## src/rtl/interleave_out_framer.sv

```systemverilog
// Frames de-interleaved DDR4 read-FIFO words into SOF/EOF-tagged blocks through a
// show-ahead skid buffer; the FIFO cannot be stalled, so words that find the buffer full are dropped.
module interleave_out_framer #(
    parameter int unsigned DATA_WIDTH = 32,
    parameter int unsigned MATRIX_COL = 8,
    parameter int unsigned MATRIX_ROW = 8,
    parameter int unsigned BUF_DEPTH  = 16
) (
    input  logic                       rd_fifo_rclk,
    input  logic                       rst_n,
    input  logic [DATA_WIDTH-1:0]      rd_fifo_rdata,
    input  logic                       rd_fifo_rvalid,
    output logic [DATA_WIDTH-1:0]      m_tdata,
    output logic                       m_tvalid,
    input  logic                       m_tready,
    output logic                       m_tuser,
    output logic                       m_tlast,
    output logic                       blk_busy,
    output logic [15:0]                blk_cnt,
    output logic                       ovf_err,
    output logic [$clog2(BUF_DEPTH):0] buf_level
);

    localparam int unsigned BLOCK_LEN = MATRIX_COL * MATRIX_ROW * 8;
    localparam int unsigned AW        = $clog2(BUF_DEPTH);
    localparam int unsigned PW        = AW + 1;
    localparam int unsigned IDX_W     = (BLOCK_LEN > 1) ? $clog2(BLOCK_LEN) : 1;
    localparam int unsigned ENT_W     = DATA_WIDTH + 2;

    typedef enum logic {
        ST_IDLE,
        ST_BLOCK
    } state_e;

    // Entry layout: {sof, last, data}
    logic [ENT_W-1:0] mem_q [BUF_DEPTH];

    logic [PW-1:0]    wr_ptr_q, wr_ptr_d;
    logic [PW-1:0]    rd_ptr_q, rd_ptr_d;
    logic [PW-1:0]    level_q, level_d;
    logic [IDX_W-1:0] in_idx_q, in_idx_d;
    logic [15:0]      blk_cnt_q, blk_cnt_d;
    logic             ovf_q, ovf_d;
    state_e           state_q, state_d;

    logic             full_c;
    logic             empty_c;
    logic             push_c;
    logic             pop_c;
    logic             drop_c;
    logic             in_sof_c;
    logic             in_last_c;
    logic [ENT_W-1:0] head_c;

    assign full_c    = (wr_ptr_q[AW] != rd_ptr_q[AW]) && (wr_ptr_q[AW-1:0] == rd_ptr_q[AW-1:0]);
    assign empty_c   = (wr_ptr_q == rd_ptr_q);
    assign pop_c     = !empty_c && m_tready;
    assign push_c    = rd_fifo_rvalid && (!full_c || pop_c);
    assign drop_c    = rd_fifo_rvalid && full_c && !pop_c;
    assign in_sof_c  = (in_idx_q == '0);
    assign in_last_c = (in_idx_q == IDX_W'(BLOCK_LEN - 1));
    assign head_c    = mem_q[rd_ptr_q[AW-1:0]];

    // Show-ahead head; tags are gated so an empty buffer never presents SOF/EOF
    assign m_tvalid  = !empty_c;
    assign m_tdata   = head_c[DATA_WIDTH-1:0];
    assign m_tuser   = !empty_c && head_c[ENT_W-1];
    assign m_tlast   = !empty_c && head_c[ENT_W-2];
    assign blk_busy  = (state_q == ST_BLOCK);
    assign blk_cnt   = blk_cnt_q;
    assign ovf_err   = ovf_q;
    assign buf_level = level_q;

    // Storage carries no reset; validity is tracked by the pointers alone
    always_ff @(posedge rd_fifo_rclk) begin
        if (push_c) begin
            mem_q[wr_ptr_q[AW-1:0]] <= {in_sof_c, in_last_c, rd_fifo_rdata};
        end
    end

    always_comb begin
        wr_ptr_d  = wr_ptr_q;
        rd_ptr_d  = rd_ptr_q;
        level_d   = level_q;
        in_idx_d  = in_idx_q;
        ovf_d     = ovf_q;
        blk_cnt_d = blk_cnt_q;
        state_d   = state_q;

        if (push_c) begin
            wr_ptr_d = wr_ptr_q + PW'(1);
        end
        if (pop_c) begin
            rd_ptr_d = rd_ptr_q + PW'(1);
        end
        case ({push_c, pop_c})
            2'b10:   level_d = level_q + PW'(1);
            2'b01:   level_d = level_q - PW'(1);
            default: level_d = level_q;
        endcase

        // Index advances on every offered word so drops keep later tags aligned
        if (rd_fifo_rvalid) begin
            in_idx_d = in_last_c ? '0 : in_idx_q + IDX_W'(1);
        end
        if (drop_c) begin
            ovf_d = 1'b1;
        end

        if (pop_c) begin
            if (m_tlast) begin
                blk_cnt_d = blk_cnt_q + 16'd1;
            end
            case (state_q)
                ST_IDLE: begin
                    if (m_tuser && !m_tlast) begin
                        state_d = ST_BLOCK;
                    end
                end
                ST_BLOCK: begin
                    if (m_tlast) begin
                        state_d = ST_IDLE;
                    end
                end
                default: state_d = ST_IDLE;
            endcase
        end
    end

    always_ff @(posedge rd_fifo_rclk or negedge rst_n) begin
        if (!rst_n) begin
            wr_ptr_q  <= '0;
            rd_ptr_q  <= '0;
            level_q   <= '0;
            in_idx_q  <= '0;
            ovf_q     <= 1'b0;
            blk_cnt_q <= '0;
            state_q   <= ST_IDLE;
        end else begin
            wr_ptr_q  <= wr_ptr_d;
            rd_ptr_q  <= rd_ptr_d;
            level_q   <= level_d;
            in_idx_q  <= in_idx_d;
            ovf_q     <= ovf_d;
            blk_cnt_q <= blk_cnt_d;
            state_q   <= state_d;
        end
    end

endmodule
```

## config.mk

```make
export PLATFORM = sky130hd
export DESIGN_NAME = interleave_out_framer
export DESIGN_NICKNAME = d
export VERILOG_FILES = /design/src/rtl/interleave_out_framer.sv
export SDC_FILE = /design/constraint.sdc
export NUM_CORES = 1
export LEC_CHECK = 0
export CELL_PAD_IN_SITES_DETAIL_PLACEMENT = 0
export CELL_PAD_IN_SITES_GLOBAL_PLACEMENT = 1
export CORE_ASPECT_RATIO = 1.5
export CORE_MARGIN = 8
export CORE_UTILIZATION = 50
export DETAILED_ROUTE_END_ITERATION = 8
export DONT_BUFFER_PORTS = 1
export PLACE_DENSITY = 0.73
export SLEW_MARGIN = 20
export SYNTH_ARGS = -nofsm -noshare
export SYNTH_HDL_FRONTEND = slang
export SYNTH_SLANG_ARGS = --single-unit
```

## constraint.sdc

```tcl
create_clock -name rd_fifo_rclk -period 5.5 [get_ports rd_fifo_rclk]
set_input_delay 1.375 -clock rd_fifo_rclk [delete_from_list [all_inputs] [get_ports rd_fifo_rclk]]
set_output_delay 1.375 -clock rd_fifo_rclk [all_outputs]
set_load 0.02 [all_outputs]
```

After elaboration in Yosys (flattened, before gate mapping)

Memories as Yosys holds them, arrays and structs flattened.
Index checks and enable logic that the tools add are counted.

Flip-flop bits (word level): 42
Bits in writable memories: 544
Input bits: 36
Memories: 1

$add $sub $neg: 6
Equality and inequality tests: 6
Multiplexer cells: 7
Bitwise gates (word level): 1
Reduce and logical (&&, ||, !) cells: 16

Memories:

| name  | words | width | rd ports | clocked after memory_dff | write ports | RTL line | RTL |
|---|---|---|---|---|---|---|---|
| mem_q | 16    | 34    | 1        | 0                        | 1           | 36       | `logic [ENT_W-1:0] mem_q [BUF_DEPTH];` |

Operator list:

| cell                                                | number |
|---|---|
| adder 16 x 1 -> 16 bit, second input constant       | 1 |
| adder 5 x 1 -> 5 bit, second input constant         | 3 |
| case mux 5 bit (2 select lines)                     | 1 |
| adder 9 x 1 -> 9 bit, second input constant         | 1 |
| equality test 9 bit, second input constant          | 1 |
| logical NOT 9 bit                                   | 1 |
| two-way mux 9 bit                                   | 1 |
| logical AND 1 bit                                   | 8 |
| equality test 5 bit                                 | 1 |
| subtractor 5 x 1 -> 5 bit, second input constant    | 1 |
| equality test 4 bit                                 | 1 |
| logical NOT 1 bit                                   | 4 |
| two-way mux 1 bit                                   | 4 |
| equality test 2 x 1 -> 1 bit, second input constant | 1 |
| equality test 2 bit, second input constant          | 1 |
| case mux 1 bit (2 select lines)                     | 1 |
| AND reduction 2 bit                                 | 1 |
| nonzero test 2 bit                                  | 1 |
| logical OR 1 bit                                    | 1 |
| inequality test 1 bit                               | 1 |
| inverter 1 bit                                      | 1 |

Depth between registers and ports, before layout

Gate-level depths: netlist of the first run.

Depth in word-level cells: 7
Gate-level depth with buffers: 13
Depth with buffers taken out: 10

Worst setup path before layout of the first run

Ideal clock, no wire load.

Path kind: in2reg
Start: input port m_tready
End: memory mem_q[3][0] in the netlist's numbering, enable pin
Setup time: 0.467 ns
Arrival: 4.255 ns
Required time: 5.033 ns
Setup slack: 0.777 ns
Stages on the path: 4
Buffers on the path: 1
Cell sequence: o31a_1 clkbuf_1 nand2_1 nor3_1

Cells in the longest elaborated chain, start to end: 5

Ends and longest elaborated chain:

| element                                 | RTL line | RTL |
|---|---|---|
| start: declaration                      | 15       | `input logic m_tready,` |
| logical AND 1 bit                       | 57       | `assign pop_c = !empty_c && m_tready;` |
| logical OR 1 bit                        | 58       | `assign push_c = rd_fifo_rvalid && (!full_c \|\| pop_c);` |
| logical AND 1 bit                       | 58       |  |
| two-way mux 1 bit                       | 76       | `if (push_c) begin` |
| two-way mux 1 bit (implied by the code) | 77       | `mem_q[wr_ptr_q[AW-1:0]] <= {in_sof_c, in_last_c, rd_fifo_rdata};` |
| end: declaration                        | 36       |  |

No other way between the ends.

Final worst setup path of the first run

Start: register rd_ptr_q[0]
End: output port m_tlast

Cells in the longest elaborated chain, start to end: 3
Elaborated cells on any way between the ends: 4
Those cells by class: eq/ne: 1; reduce/logical: 2; memory: 1

Ends and longest elaborated chain:

| element                                                                      | RTL line | RTL |
|---|---|---|
| start: declaration                                                           | 39       | `logic [PW-1:0] rd_ptr_q, rd_ptr_d;` |
| start signal: assignment                                                     | 141      | `rd_ptr_q <= rd_ptr_d;` |
| parallel branches: the longest is 2 deep, another holds memory (16 x 34 bit) | -        |  |
| logical AND 1 bit (*)                                                        | 68       | `assign m_tlast = !empty_c && head_c[ENT_W-2];` |
| end: declaration                                                             | 17       | `output logic m_tlast,` |

Mark *: on every way between the ends.

==> results_dict.tcl, run 1 <==
set metrics [dict create \
    timing.final.crit_period_ns 4.59 \
    die_x_um 190 \
    synthTopCellsByArea "edfxtp_1 (72%), mux4_2 (17%), dfrtp_1 (4.6%)" \
    cp-end-kind "output port" \
    cp_num_buf_inv 1 \
    diodes 0 \
    clk_latency_ns 0.58 \
    critical-path-max-stage-delay_ns 0.88 \
    synth_compound_area_share_pct 0.998 \
    clock_sinks 586 \
    antenna_found_initial 0 \
    required_ns 4.12 \
    startpoint_type "register" \
    min_period_over_period_pct 83.4 \
    synth_cells 1001 \
    finish.instance_area_um2 25300 \
    cp.arrival_ns 3.21 \
    status "finished clean" \
    drc 0 \
    detail-route-antenna-nets 0 \
    synthXorXnorAreaFrac_pct 1.31 \
    rsz0062_at_grt "no" \
    vias_per_cell 6.06 \
    synth_fp_nets 1047 \
    ys_seq_area_share_pct 76.6 \
    hp-class "in2async" \
    grtUsageTotal_pct 18.0 \
    dieHeight_um 277 \
    path_cells "buf_12 -> mux2i_1 -> nand3_1 -> a32oi_4 -> nor2_1" \
    critPathCapture "m_tlast" \
    r2r_cells 7 \
    rows 95 \
    wl_per_cell_um 28.3 \
    cts_tree "yes" \
    relSlewSlack_pct 29.0 \
    firstDrtPassIters 4 \
    maxCapViolCount 0 \
    async_reset_ff_share_pct 7.17 \
    nNetsFinal 1089 \
    postCtsHoldBufs 0 \
    ys_types 47 \
    die_area_um2 52600 \
    drive_gt1_share_pct 27.7 \
    totalWireLength_um 47200 \
    finalClockSkew_ns 0.0146 \
    core_um2 44800 \
    vias 10094 \
    cts-buffers-inserted 53 \
    synthTopCellsByCount "edfxtp_1 (544), mux4_2 (167), dfrtp_1 (42)" \
    vdd_drop_max_v 0.000331 \
    synth_top_family_by_area "multiplexers" \
    clockRootBuffer "clkbuf_16" \
    place.gp.congestion 0.741 \
    synthAdderAreaFrac_pct 0.551 \
    drt_iter0_markers 874 \
    power_density_nw_per_um2 511 \
    rrSetupSlack_ns 1.58 \
    r2r_start "rd_ptr_q[0]" \
    grt.overflow.total 0 \
    worst_slew_pin_slew_ns 1.07 \
    critPathMaxFanout 41 \
    area_growth_pct 11.3 \
    post-synth-top-count-cell "edfxtp_1" \
    startpoint "rd_ptr_q[0]" \
    synth_mux_area_share_pct 17.1 \
    tns_ns 0 \
    fillCellCount 3210 \
    ys_warn_count 0 \
    ys_ff_latch 586 \
    cp_num_cells 5 \
    r2r_end "mem_q[8][28]" \
    ctsResizeCount 0 \
    io_buffer_count 0 \
    yosys.area_share.simple_pct 2.27 \
    post-cts-setup-buffers 0 \
    crit_family "flip-flops" \
    netlist_area_um2 22700 \
    start_util_pct 50.7 \
    synth_top_cell_area_share_pct 72.0 \
    grt_pass1_wl_um 69900 \
    grt_max_degree 54 \
    ios 94 \
    htree_levels 2 \
    fmax_mhz 218 \
    p_leak_nw 8.10 \
    clk_pin_slew_ns 0.06 \
    yosysTopAreaCell "edfxtp_1" \
    hold_viol 0 \
    drv_slew 0 \
    syn_avg_cell_area_um2 22.7 \
    synth_ff_type "edfxtp_1" \
    dp_hpwl_um 25800 \
    first_global_vias 10516 \
    path_class "reg2out" \
    cts_buffer_depth 3 \
    setup_viol_count_final 0 \
    synth_edf_count 544 \
    cp_slowest_cell "dfrtp_4" \
    place_area_um2 23700 \
]
[power by group]
| part | internal, mW | switching (mW) |
|---|---|---|
| Sequential | 5.39 | 0.494 |
| Clock | 1.91 | 1.56 |
| Combinational | 1.64 | 1.93 |
[worst min path at each step]
| stage | from | to | slack, ns | cells past startpoint |
|---|---|---|---|---|
| 4_1_cts | rst_n | ovf_err | 0.45 | 0 |
| 3_3_place_gp | wr_ptr_q[4] | wr_ptr_q[4] | 0.52 | 1 |
| 5_1_grt | rst_n | blk_cnt[11] | 0.44 | 0 |
| 2_1_floorplan | in_idx_q[3] | in_idx_q[3] | 0.48 | 1 |
| 6_report | rst_n | blk_cnt[11] | 0.48 | 0 |
| 3_5_place_dp | wr_ptr_q[4] | wr_ptr_q[4] | 0.53 | 1 |
[placed cells by master (no fill, tap or decap), types with 11 or more instances in the layout]
cell and n:
edfxtp_1 544, mux4_2 167, clkbuf_16 55, dfrtp_1 39
buf_4 28, nand2_1 26, xor2_1 17, xnor2_1 17
clkinv_1 17, o21ai_0 15, clkinv_2 12, nor2_4 11
[metal layers]
layer | vias up | global-route usage, % | wire, um
met1 | 5481 | 22.7 | 18500
met5 | - | 0 | 0
met3 | 69 | 3.94 | 2850
met2 | 250 | 31.0 | 24800
met4 | 0 | 5.16 | 1040
li1 | 4294 | - | -
[worst register-to-register path, delay by kind of cell (launching register included)]
family,cells,cell delay [ns]
AOI/OAI and AO/OA,1,0.39
xor gates and xnor gates,1,0.20
buffers and inverters,2,0.83
DFF,1,0.88
and+or+nand+nor,3,1.28
[cell families (layout without fill, tap and decap cells)]
logic type	Yosys count	in the layout
mux	179	179
buf+inv	59	142
compound gates	32	32
simple gates	101	101
flops	586	586
fa+ha+maj	10	10
xor+xnor	34	34
[cell type report]
cell class | count | area, um2 | area share, %
Tap cell | 582 | 728 | 2.88
Multi-Input combinational cell | 356 | 5150 | 20.4
Clock inverter | 35 | 215 | 0.852
Sequential cell | 586 | 17400 | 68.8
Clock buffer | 61 | 1400 | 5.54
Inverter | 12 | 45.0 | 0.178
Timing Repair Buffer | 34 | 330 | 1.31
[stage by stage]
stage	std cells	total power, mW	setup slack [ns]	hold WS (ns)	util [%]
3_5_place_dp	1570	9.66	1.47	0.528	52.8
2_1_floorplan	1001	8.64	0.777	0.484	-
3_3_place_gp	1570	9.60	1.49	0.516	52.8
4_1_cts	1666	13.1	0.842	0.448	56.4
6_report	1666	12.9	0.914	0.484	56.4
5_1_grt	1666	13.5	0.668	0.445	56.4
[flip-flops by register name, indices dropped and copies added, names as in the netlist]
register,cells
mem_q,544
blk_cnt,16
in_idx_q,9
buf_level,5
rd_ptr_q,5
wr_ptr_q,5
blk_busy,1
ovf_err,1
Power figures use the tool's default switching activity.
==> run 2: changes to the inputs <==
Settings changed: PLACE_DENSITY 0.73 to 0.76.
Clock period 5.5 ns to 3.8 ns, I/O delays scaled along.
==> results_dict.tcl, run 2 (synthesis results as in run 1) <==
set metrics [dict create \
    required_ns 2.85 \
    area_growth_pct 12.9 \
    start_util_pct 50.7 \
    drc 0 \
    hp-class "in2async" \
    clock_sinks 586 \
    detail-route-antenna-nets 0 \
    wl_met3_um 2950 \
    die_area_um2 52600 \
    startpoint "rd_ptr_q[0]" \
    r2r_end "mem_q[4][21]" \
    maxCapViolCount 0 \
    timing.final.crit_period_ns 3.67 \
    drive_gt1_share_pct 28.2 \
    dp_hpwl_um 25800 \
    postCtsHoldBufs 0 \
    firstDrtPassIters 5 \
    cts_tree "yes" \
    seqPwrFrac_pct 43.6 \
    path_class "reg2out" \
    critPathCapture "m_tdata[21]" \
    totalWireLength_um 46700 \
    die_x_um 190 \
    clk_pin_slew_ns 0.06 \
    grt_pass1_wl_um 69800 \
    finish.instance_area_um2 25600 \
    setup_viol_count_final 0 \
    power_frac_clock_pct 27.3 \
    drv_slew 0 \
    grt_max_degree 44 \
    antenna_found_initial 0 \
    nNetsFinal 1098 \
    largest_register_ffs 544 \
    drt_iter0_markers 816 \
    cp.arrival_ns 2.72 \
    clockRootBuffer "clkbuf_16" \
    clk_latency_ns 0.58 \
    fmax_mhz 273 \
    grtUsageTotal_pct 17.9 \
    power_density_nw_per_um2 747 \
    startpoint_type "register" \
    p_sw_mw 5.81 \
    cts_buffer_depth 3 \
    sw_frac_of_total_pct 30.4 \
    relSlewSlack_pct 50.6 \
    rows 95 \
    drt-met1-wl_um 18400 \
    min_period_over_period_pct 96.5 \
    cts-buffers-inserted 52 \
    p_comb_share_pct 29.1 \
    grt.overflow.total 0 \
    dieHeight_um 277 \
    wl_per_cell_um 27.9 \
    io_buffer_count 0 \
    p_int_mw 13.3 \
    htree_levels 2 \
    highest_layer "met4" \
    rrSetupSlack_ns 0.68 \
    place_area_um2 23900 \
    dr_wl_met2_um 24400 \
    p_leak_nw 8.23 \
    diodes 0 \
    tns_ns 0 \
    rsz0062_at_grt "no" \
    mostFrequentLayoutCell "edfxtp_1" \
    first_global_vias 10756 \
    status "finished clean" \
    vdd_drop_max_v 0.000548 \
    r2r_start "rd_ptr_q[0]" \
    cp-end-kind "output port" \
    critPathMaxFanout 43 \
    ios 94 \
    hold_viol 0 \
    r2r_cells 7 \
    vias_per_cell 6.06 \
    finalClockSkew_ns 0.0176 \
    place.gp.congestion 0.732 \
    core_um2 44800 \
    vias 10169 \
    final_cell_mix "edfxtp_1 (544), mux4_2 (167), clkbuf_16 (53)" \
    worst_slew_pin_slew_ns 0.742 \
]
-- run 2: worst min path at each step --
| stage | from | endpoint | slack (ns) | cells after the start |
|---|---|---|---|---|
| floorplan | in_idx_q[3] | in_idx_q[3] | 0.48 | 1 |
| detailed placement | in_idx_q[3] | in_idx_q[3] | 0.52 | 1 |
| global route | rst_n | blk_cnt[8] | 0.04 | 0 |
| finish | rst_n | blk_cnt[12] | 0.07 | 0 |
| CTS | rst_n | blk_cnt[8] | 0.04 | 0 |
| global placement | in_idx_q[4] | in_idx_q[4] | 0.51 | 1 |
-- run 2: critical path, cell delays in order, from the launching register on --
cell	delay [ns]
dfrtp_4	0.59
buf_12	0.36
mux4_2	0.56
mux4_2	0.59
-- run 2: layout make-up --
cell class                 count  area (um2)
multi-input combinational    356        5180
sequential                   586       17400
timing repair buffer          44         592
clock inverter                30         303
tap                          582         728
fill                        3124       19200
inverter                      12        45.0
clock buffer                  67        1380
-- run 2: per-stage QoR --
step                      util (%)  instances  setup WS, ns  total power, mW  hold slack [ns]
final                         57.2       1677         0.134             19.1           0.0692
after global routing          57.2       1677       0.00584             19.9           0.0377
after CTS                     57.2       1677        0.0555             19.4           0.0387
after detailed placement      53.4       1579         0.554             14.2            0.524
after global placement        53.4       1579         0.577             14.1            0.514
after floorplan                  -       1001         0.394             12.5            0.484
-- run 2: repair_timing --
action / CTS / global route
gates resized for setup: 2 / 0
endpoints found under the setup margin: 24 / 0
buffers inserted: 1 / 0
-- run 2: power by group through the flow --
| stage | Clock (mW) | Sequential (mW) | Combinational [mW] |
|---|---|---|---|
| 2_1_floorplan | 0 | 8.23 | 4.28 |
| 5_1_grt | 5.52 | 8.42 | 5.96 |
| 6_report | 5.22 | 8.34 | 5.57 |
| 3_3_place_gp | 0 | 8.46 | 5.62 |
| 4_1_cts | 5.30 | 8.35 | 5.74 |
| 3_5_place_dp | 0 | 8.50 | 5.67 |
-- run 2: layer usage --
layer | GRT usage [%] | up-vias
li1 | - | 4303
met1 | 22.8 | 5503
met2 | 30.6 | 299
met3 | 3.57 | 64
met4 | 5.24 | 0
met5 | 0 | -
